===== src/rtl/uart_pkg.sv =====
// -----------------------------------------------------------------------------
// uart_pkg
// Shared types and constants for the UART receive path.
//   rx_state_e      : receiver FSM state encoding
//   UART_DATA_BITS  : default data bits per frame
//   UART_OVERSAMPLE : default bclk cycles per bit
//   uart_parity()   : expected parity bit for a data word
// Optional feature macro: UART_RX_PARITY_EN (the PARITY state is only
// reachable when the receiver is built with it).
// -----------------------------------------------------------------------------
package uart_pkg;

    typedef enum logic [2:0] {
        IDLE   = 3'd0,
        START  = 3'd1,
        DATA   = 3'd2,
        PARITY = 3'd3,
        STOP   = 3'd4
    } rx_state_e;

    localparam int UART_DATA_BITS  = 8;
    localparam int UART_OVERSAMPLE = 16;

    // Expected parity bit: even parity when odd=0, odd parity when odd=1.
    // Narrower data words are zero-extended by the caller.
    function automatic logic uart_parity(input logic [UART_DATA_BITS-1:0] data,
                                         input logic                      odd);
        return (^data) ^ odd;
    endfunction

endpackage


===== src/rtl/uart_rx_sync.sv =====
// -----------------------------------------------------------------------------
// uart_rx_sync
// Brings the asynchronous rxd line into the bclk domain and keeps a one-cycle
// delayed copy so the FSM can detect a falling edge.
// Ports:
//   bclk    in  : 16x baud clock
//   resetb  in  : asynchronous reset, active-low
//   rxd     in  : raw serial line (idle high)
//   rx_s    out : rxd after SYNC_STAGES flops
//   rx_prev out : rx_s delayed by one bclk cycle
// All flops reset to 1 so that reset never looks like a start bit.
// -----------------------------------------------------------------------------
module uart_rx_sync #(
    parameter int SYNC_STAGES = 2
) (
    input  logic bclk,
    input  logic resetb,
    input  logic rxd,
    output logic rx_s,
    output logic rx_prev
);

    logic [SYNC_STAGES-1:0] sync_r;
    logic                   prev_r;

    // Synchroniser chain and edge-detect history register.
    always_ff @(posedge bclk or negedge resetb) begin
        if (!resetb) begin
            sync_r <= '1;
            prev_r <= 1'b1;
        end else begin
            sync_r <= {sync_r[SYNC_STAGES-2:0], rxd};
            prev_r <= sync_r[SYNC_STAGES-1];
        end
    end

    assign rx_s    = sync_r[SYNC_STAGES-1];
    assign rx_prev = prev_r;

endmodule


===== src/rtl/uart_receiver.sv =====
// -----------------------------------------------------------------------------
// uart_receiver
// UART receive stage with 16x oversampling (8N1 by default). Finds the start
// bit, samples each bit at mid-bit, checks the stop bit and hands the byte to
// the consumer through a valid/ack handshake with sticky error flags.
// Ports:
//   bclk       in  : 16x baud clock, all state updates on posedge
//   resetb     in  : asynchronous reset, active-low
//   rxd        in  : serial line, idle high, asynchronous to bclk
//   rx_ack     in  : consumer acknowledge (clears valid and all flags)
//   rx_data    out : last good received byte
//   rx_valid   out : rx_data holds an unread byte
//   overrun    out : sticky, a byte completed while rx_valid was set
//   frame_err  out : sticky, stop bit sampled low
//   parity_err out : sticky, parity mismatch (0 unless parity is built in)
//   busy       out : registered, high whenever the next state is not IDLE
// Optional feature macro: UART_RX_PARITY_EN adds PARITY_ODD and a parity bit
// between the last data bit and the stop bit.
// -----------------------------------------------------------------------------
module uart_receiver
    import uart_pkg::*;
#(
    parameter int DATA_BITS   = UART_DATA_BITS,
    parameter int OVERSAMPLE  = UART_OVERSAMPLE,
    parameter int SYNC_STAGES = 2
`ifdef UART_RX_PARITY_EN
    ,
    parameter bit PARITY_ODD  = 1'b0
`endif
) (
    input  logic                 bclk,
    input  logic                 resetb,
    input  logic                 rxd,
    input  logic                 rx_ack,
    output logic [DATA_BITS-1:0] rx_data,
    output logic                 rx_valid,
    output logic                 overrun,
    output logic                 frame_err,
    output logic                 parity_err,
    output logic                 busy
);

    localparam int CNT_W = $clog2(OVERSAMPLE);
    localparam int IDX_W = (DATA_BITS > 1) ? $clog2(DATA_BITS) : 1;

    localparam logic [CNT_W-1:0] CNT_HALF = CNT_W'(OVERSAMPLE / 2 - 1);
    localparam logic [CNT_W-1:0] CNT_LAST = CNT_W'(OVERSAMPLE - 1);
    localparam logic [IDX_W-1:0] IDX_LAST = IDX_W'(DATA_BITS - 1);

    logic rx_s;
    logic rx_prev;

    rx_state_e            state_r,   state_nxt_s;
    logic [CNT_W-1:0]     cnt_r,     cnt_nxt_s;
    logic [IDX_W-1:0]     idx_r,     idx_nxt_s;
    logic [DATA_BITS-1:0] shreg_r,   shreg_nxt_s;
    logic [DATA_BITS-1:0] rx_data_r, rx_data_nxt_s;
    logic                 valid_r,   valid_nxt_s;
    logic                 ovr_r,     ovr_nxt_s;
    logic                 ferr_r,    ferr_nxt_s;
    logic                 busy_r;

    // Flag values when no frame completes on this edge: ack clears them.
    logic valid_hold_s;
    logic ovr_hold_s;
    logic ferr_hold_s;

    assign valid_hold_s = valid_r & ~rx_ack;
    assign ovr_hold_s   = ovr_r   & ~rx_ack;
    assign ferr_hold_s  = ferr_r  & ~rx_ack;

`ifdef UART_RX_PARITY_EN
    logic par_bit_r, par_bit_nxt_s;
    logic perr_r,    perr_nxt_s;
    logic perr_hold_s;

    assign perr_hold_s = perr_r & ~rx_ack;
`endif

    uart_rx_sync #(
        .SYNC_STAGES (SYNC_STAGES)
    ) u_sync (
        .bclk    (bclk),
        .resetb  (resetb),
        .rxd     (rxd),
        .rx_s    (rx_s),
        .rx_prev (rx_prev)
    );

    // Next-state, datapath and output-flag logic.
    always_comb begin
        state_nxt_s   = state_r;
        cnt_nxt_s     = cnt_r;
        idx_nxt_s     = idx_r;
        shreg_nxt_s   = shreg_r;
        rx_data_nxt_s = rx_data_r;
        valid_nxt_s   = valid_hold_s;
        ovr_nxt_s     = ovr_hold_s;
        ferr_nxt_s    = ferr_hold_s;
`ifdef UART_RX_PARITY_EN
        par_bit_nxt_s = par_bit_r;
        perr_nxt_s    = perr_hold_s;
`endif

        case (state_r)
            IDLE: begin
                // Only a high-to-low transition starts a frame, so a line
                // stuck low (break) never launches a false frame.
                if (!rx_s && rx_prev) begin
                    state_nxt_s = START;
                    cnt_nxt_s   = '0;
                end else begin
                    state_nxt_s = IDLE;
                    cnt_nxt_s   = '0;
                end
            end

            START: begin
                if (cnt_r == CNT_HALF) begin
                    cnt_nxt_s = '0;
                    if (!rx_s) begin
                        state_nxt_s = DATA;
                        idx_nxt_s   = '0;
                    end else begin
                        // Glitch: abandon quietly, flags untouched.
                        state_nxt_s = IDLE;
                    end
                end else begin
                    cnt_nxt_s = cnt_r + CNT_W'(1);
                end
            end

            DATA: begin
                if (cnt_r == CNT_LAST) begin
                    cnt_nxt_s   = '0;
                    shreg_nxt_s = {rx_s, shreg_r[DATA_BITS-1:1]};
                    if (idx_r == IDX_LAST) begin
                        idx_nxt_s = '0;
`ifdef UART_RX_PARITY_EN
                        state_nxt_s = PARITY;
`else
                        state_nxt_s = STOP;
`endif
                    end else begin
                        idx_nxt_s = idx_r + IDX_W'(1);
                    end
                end else begin
                    cnt_nxt_s = cnt_r + CNT_W'(1);
                end
            end

`ifdef UART_RX_PARITY_EN
            PARITY: begin
                if (cnt_r == CNT_LAST) begin
                    cnt_nxt_s     = '0;
                    par_bit_nxt_s = rx_s;
                    state_nxt_s   = STOP;
                end else begin
                    cnt_nxt_s = cnt_r + CNT_W'(1);
                end
            end
`endif

            STOP: begin
                if (cnt_r == CNT_LAST) begin
                    cnt_nxt_s   = '0;
                    state_nxt_s = IDLE;
                    if (rx_s) begin
                        // An ack on this same edge frees the holding register.
                        if (!valid_r || rx_ack) begin
                            rx_data_nxt_s = shreg_r;
                            valid_nxt_s   = 1'b1;
                        end else begin
                            ovr_nxt_s = 1'b1;
                        end
                    end else begin
                        ferr_nxt_s = 1'b1;
                    end
`ifdef UART_RX_PARITY_EN
                    if (uart_parity(UART_DATA_BITS'(shreg_r), PARITY_ODD) != par_bit_r) begin
                        perr_nxt_s = 1'b1;
                    end else begin
                        perr_nxt_s = perr_hold_s;
                    end
`endif
                end else begin
                    cnt_nxt_s = cnt_r + CNT_W'(1);
                end
            end

            default: begin
                state_nxt_s = IDLE;
                cnt_nxt_s   = '0;
                idx_nxt_s   = '0;
            end
        endcase
    end

    // State, datapath and registered outputs.
    always_ff @(posedge bclk or negedge resetb) begin
        if (!resetb) begin
            state_r   <= IDLE;
            cnt_r     <= '0;
            idx_r     <= '0;
            shreg_r   <= '0;
            rx_data_r <= '0;
            valid_r   <= 1'b0;
            ovr_r     <= 1'b0;
            ferr_r    <= 1'b0;
            busy_r    <= 1'b0;
        end else begin
            state_r   <= state_nxt_s;
            cnt_r     <= cnt_nxt_s;
            idx_r     <= idx_nxt_s;
            shreg_r   <= shreg_nxt_s;
            rx_data_r <= rx_data_nxt_s;
            valid_r   <= valid_nxt_s;
            ovr_r     <= ovr_nxt_s;
            ferr_r    <= ferr_nxt_s;
            busy_r    <= (state_nxt_s != IDLE);
        end
    end

`ifdef UART_RX_PARITY_EN
    // Captured parity bit and sticky parity error flag.
    always_ff @(posedge bclk or negedge resetb) begin
        if (!resetb) begin
            par_bit_r <= 1'b0;
            perr_r    <= 1'b0;
        end else begin
            par_bit_r <= par_bit_nxt_s;
            perr_r    <= perr_nxt_s;
        end
    end

    assign parity_err = perr_r;
`else
    assign parity_err = 1'b0;
`endif

    assign rx_data   = rx_data_r;
    assign rx_valid  = valid_r;
    assign overrun   = ovr_r;
    assign frame_err = ferr_r;
    assign busy      = busy_r;

endmodule


===== config.mk =====
export PLATFORM = sky130hd
export DESIGN_NAME = uart_receiver
export DESIGN_NICKNAME = d
export VERILOG_FILES = /design/src/rtl/uart_pkg.sv /design/src/rtl/uart_rx_sync.sv /design/src/rtl/uart_receiver.sv
export SDC_FILE = /design/constraint.sdc
export NUM_CORES = 1
export LEC_CHECK = 0
export ABC_CLOCK_PERIOD_IN_PS = 3400
export CAP_MARGIN = 0
export CORE_MARGIN = 5
export CORE_UTILIZATION = 50
export DETAILED_ROUTE_END_ITERATION = 7
export GPL_TIMING_DRIVEN = 0
export PLACE_DENSITY = 0.79
export SLEW_MARGIN = 5
export SYNTH_ARGS = -nofsm -noshare
export SYNTH_HDL_FRONTEND = slang
export SYNTH_SLANG_ARGS = --single-unit

===== constraint.sdc =====
create_clock -name bclk -period 3.4 [get_ports bclk]
set_input_delay 0.68 -clock bclk [delete_from_list [all_inputs] [get_ports bclk]]
set_output_delay 0.68 -clock bclk [all_outputs]
set_load 0.05 [all_outputs]

==> results of run 1 <==
==> final cells by class <==
class | count | area (um2) | share of cell area [%]
flip-flops and latches | 33 | 829.5 | 49.51
multi-input cells | 74 | 563.0 | 33.61
repair buffers | 15 | 145.1 | 8.663
clock buffers | 6 | 41.29 | 2.465
well taps | 31 | 38.79 | 2.315
plain buffers | 5 | 28.78 | 1.718
inverters | 5 | 18.77 | 1.120
clock inverters | 2 | 10.01 | 0.5975
==> power by group through the flow <==
stage	registers [uW]	clock network [uW]	logic, uW
2_1_floorplan	480	0	100
3_3_place_gp	469	0	154
6_report	463	213	158
5_1_grt	468	245	179
3_5_place_dp	470	0	159
4_1_cts	463	221	159
==> sequential cells by signal (all words and copies together) (netlist names) <==
signal          flops
shreg_r             8
cnt_r               4
busy                1
rx_valid            1
idx_r               3
rx_data             8
frame_err           1
u_sync.sync_r       2
overrun             1
u_sync.rx_prev      1
state_r             3
==> per-layer routing <==
layer	GRT usage [%]	routed length (um)
met1	18.18	1116
met2	21.32	1155
met3	6.750	143
met4	5.714	42
met5	0	0
==> logic make-up (layout without fill, tap and decap cells) <==
kind of cell | after synthesis | count (layout) | share of synthesized area [%]
DFF | 33 | 33 | 57.60
buffers and inverters | 10 | 33 | 3.301
muxes | 18 | 18 | 13.90
other | 1 | 1 | 0.2604
and+or+nand+nor | 34 | 34 | 14.16
AOI/OAI and AO/OA | 15 | 15 | 6.342
adders and majority gates | 3 | 3 | 2.607
xor gates and xnor gates | 3 | 3 | 1.825
==> cell usage in the layout, fill, tap and decap left out, drive strengths merged, types with 2 or more instances in the layout <==
master         count
nor2              10
clkdlybuf4s50     14
nand2b             5
dfstp              3
nand2              7
nand4b             2
dfrtp             30
o21ai              9
xor2               2
mux2              16
nand3              2
mux2i              2
clkbuf             7
clkinv             2
nor3               2
inv                5
ha                 3
and3               2
buf                5
==> metrics by stage <==
step | utilization, % | cell area [um2] | hold WS, ns | std cells | setup WS, ns
global placement | 59.07 | 1629 | 0.3502 | 163 | 1.092
CTS | 60.75 | 1675 | 0.3683 | 171 | 1.168
finish | 60.75 | 1675 | 0.3670 | 171 | 1.189
floorplan | - | 1440 | 0.3452 | 117 | 1.737
global route | 60.75 | 1675 | 0.3722 | 171 | 1.097
detailed placement | 58.89 | 1624 | 0.3515 | 163 | 1.440
==> synth_stat cells, types with 2 or more instances <==
library cell,instances
sky130_fd_sc_hd__dfrtp_1,30
sky130_fd_sc_hd__mux2_2,16
sky130_fd_sc_hd__nor2_1,10
sky130_fd_sc_hd__o21ai_0,9
sky130_fd_sc_hd__nand2_1,6
sky130_fd_sc_hd__inv_1,5
sky130_fd_sc_hd__nand2b_1,5
sky130_fd_sc_hd__dfstp_2,3
sky130_fd_sc_hd__ha_1,3
sky130_fd_sc_hd__and3_1,2
sky130_fd_sc_hd__buf_2,2
sky130_fd_sc_hd__buf_4,2
sky130_fd_sc_hd__mux2i_1,2
sky130_fd_sc_hd__nand4b_1,2
sky130_fd_sc_hd__nor3_1,2
sky130_fd_sc_hd__xor2_1,2
==> path summary, 6_finish.rpt <==
path | endpoint | slack [ns] | cells after the start | from
setup reg to reg | idx_r[0] | 1.56 | 6 | cnt_r[0]
setup / recovery | rx_valid | 1.19 | 1 | rx_valid
min in group bclk | u_sync.sync_r[1] | 0.37 | 0 | u_sync.sync_r[0]
hold reg to reg | u_sync.sync_r[1] | 0.37 | 0 | u_sync.sync_r[0]
hold / removal | cnt_r[0] | 0.37 | 1 | resetb
max in group asynchronous | rx_data[2] | 2.57 | 1 | resetb
==> impl_results.md, run 1 <==
* Initial Util at 52.22%
* Die outline width at 63.67 um
* Wirelength, routed at 2.458 mm
* Remaining antenna violation count after routing at 0
* Worst setup SP type: flop
* Post-CTS clock slew at the launch and capture registers of the worst setup and hold paths at 0.11 ns
* IR Drop Worst-Case VDD at 349.9 uV
* Seq cells post-synth at 33
* Path type of the worst setup path: flop to output pin
* Post-synth EDFFs at 0
* Number of placed I/O pins at 17
* Largest fanout on the critical path at 3
* Worst slew margin relative to its limit at 53.36%
* Power, Total at 833.4 uW
* Number of diodes at 0
* Ratio of cells with drive above 1 in the final layout at 25.00%
* Count of buffering cells on the critical path with inverters included at 1
* Result of the run: complete, no violations
* Yosys Warn Count at 0
* Clock insertion delay at the later pin of the skew report at 0.34 ns
* Sum Neg Setup Slack at 0 ns
* Internal Pwr Total at 569.0 uW
* Combinational fraction of design power at 19.0%
* Biggest area consumer among synthesized cells: sky130_fd_sc_hd__dfrtp_1
* Final estimated routing congestion in global placement at 0.7282
* Number of detailed-routing iterations run before antenna repair at 4
* Sequential Power Share at 55.5%
* P per Cell Area at 497.4 nW/um2
* Top post-synthesis cells by area: sky130_fd_sc_hd__dfrtp_1 (52%), sky130_fd_sc_hd__mux2_2 (13%), sky130_fd_sc_hd__dfstp_2 (5.5%)
* Net count of the mapped netlist at 124
* Most used flip-flop cell after synthesis: sky130_fd_sc_hd__dfrtp_1
* Buffers from clock root to sink, at most at 2
* Number of hold-slack violations in the final timing report at 0
* Detailed Place HPWL at 1.688 mm
* Violation count after the first detailed-route iteration at 38
* Initial antenna violation count at 0
* Sequential cell area fraction in the yosys report at 57.60%
* Die height at 63.67 um
* FILL cells at 231
* Transition time at the pin with the least slew margin at 0.6996 ns
* CTS buffer count at 5
* Number of H-tree levels at 2
* Cell family with the largest share of critical-path delay: buffers and inverters
* Clock tree skew after final layout at 0.01196 ns
* Crit end category: output pin
* Number of hold buffers added after cts at 0
* Pin count of the biggest net entering global routing at 34
* Number of vias per cell after detailed routing at 5.433
* Max-cap check violation count at 0
* Clock network fraction of total power at 25.5%
* Sw frac at 31.72%
* Worst hold path class: primary input to asynchronous set/reset pin
* Wire length of the first global-routing pass at 4.547 mm
* TritonCTS clock tree: done
* Detailed-route via count at 929
* Clock net sink count at 33
* Async set-reset flop share out of synthesis at 100.0%
* Via count of the first global-routing pass at 995
* Clock period minus worst slack at 2.211 ns
* Total count of max-transition violations in the final report at 0
* Placeable Area at 2758 um2
* Critical path's slowest cell: sky130_fd_sc_hd__clkdlybuf4s50_1
* Switching component of the power at 264.3 uW
* PostCTS Resize Cnt at 0
* Global-route usage over all layers at 14.43%
* Final setup vio count at 0
* Wire length per cell at 14.37 um
* Syn avg cell area at 12.31 um2
* Setup Fix Bufs, Post-CTS at 0
* Synthesized netlist cell count at 117
* Delay of the slowest cell on the worst path at 0.82 ns
* List of cells traversed by the critical path: clkdlybuf4s50_1
* Synth unique cells at 32
* RSZ-0062 raised after global routing: false
* Required time at the worst-slack endpoint at 2.72 ns
* Period utilisation layout at 65.04%
* Die outline area at 4054 um2
* Worst Path Arrival at 1.53 ns
* Cell Rows at 19
* Aggregate global routing overflow at 0
* Cell at the root of the clock tree: sky130_fd_sc_hd__clkbuf_4
* Highest attainable clock frequency at 0.4522 GHz
* Quantity of I/O buffers inserted on ports at 15
* Area share of the leading cell type in the synthesized netlist at 52.13%
* Number of DRC violations after detailed routing at 0
* Post-synthesis instance area at 1440 um2
* Area Growth Syn to Fin at 16.33%
* Static power due to leakage at 0.0008001 uW
* Number of nets in the finished design at 146
No activity file was read; power rests on OpenSTA's default activity.
==> run 2, diff against run 1 <==
--- a/config.mk
+++ b/config.mk
@@ -5,7 +5,7 @@
 export SDC_FILE = /design/constraint.sdc
 export NUM_CORES = 1
 export LEC_CHECK = 0
-export ABC_CLOCK_PERIOD_IN_PS = 3400
+export ABC_CLOCK_PERIOD_IN_PS = 2100
 export CAP_MARGIN = 0
 export CORE_MARGIN = 5
 export CORE_UTILIZATION = 50
==> constraint.sdc (replaced) <==
create_clock -name bclk -period 2.1 [get_ports bclk]
set_input_delay 0.42 -clock bclk [delete_from_list [all_inputs] [get_ports bclk]]
set_output_delay 0.42 -clock bclk [all_outputs]
set_load 0.05 [all_outputs]
==> results of run 2 <==
Same layout as run 1 (identical final DEF). Status: complete, no violations.
Main changes from that run: setup slack after placement 1.440 ns -> 0.2925 ns; setup slack after layout 1.189 ns -> 0.1485 ns; hold slack 0.3670 ns -> 0.1070 ns; register-to-register setup slack 1.56 ns -> 0.26 ns; total power 833.4 uW -> 1349 uW; worst IR drop on VDD 349.9 uV -> 566.5 uV
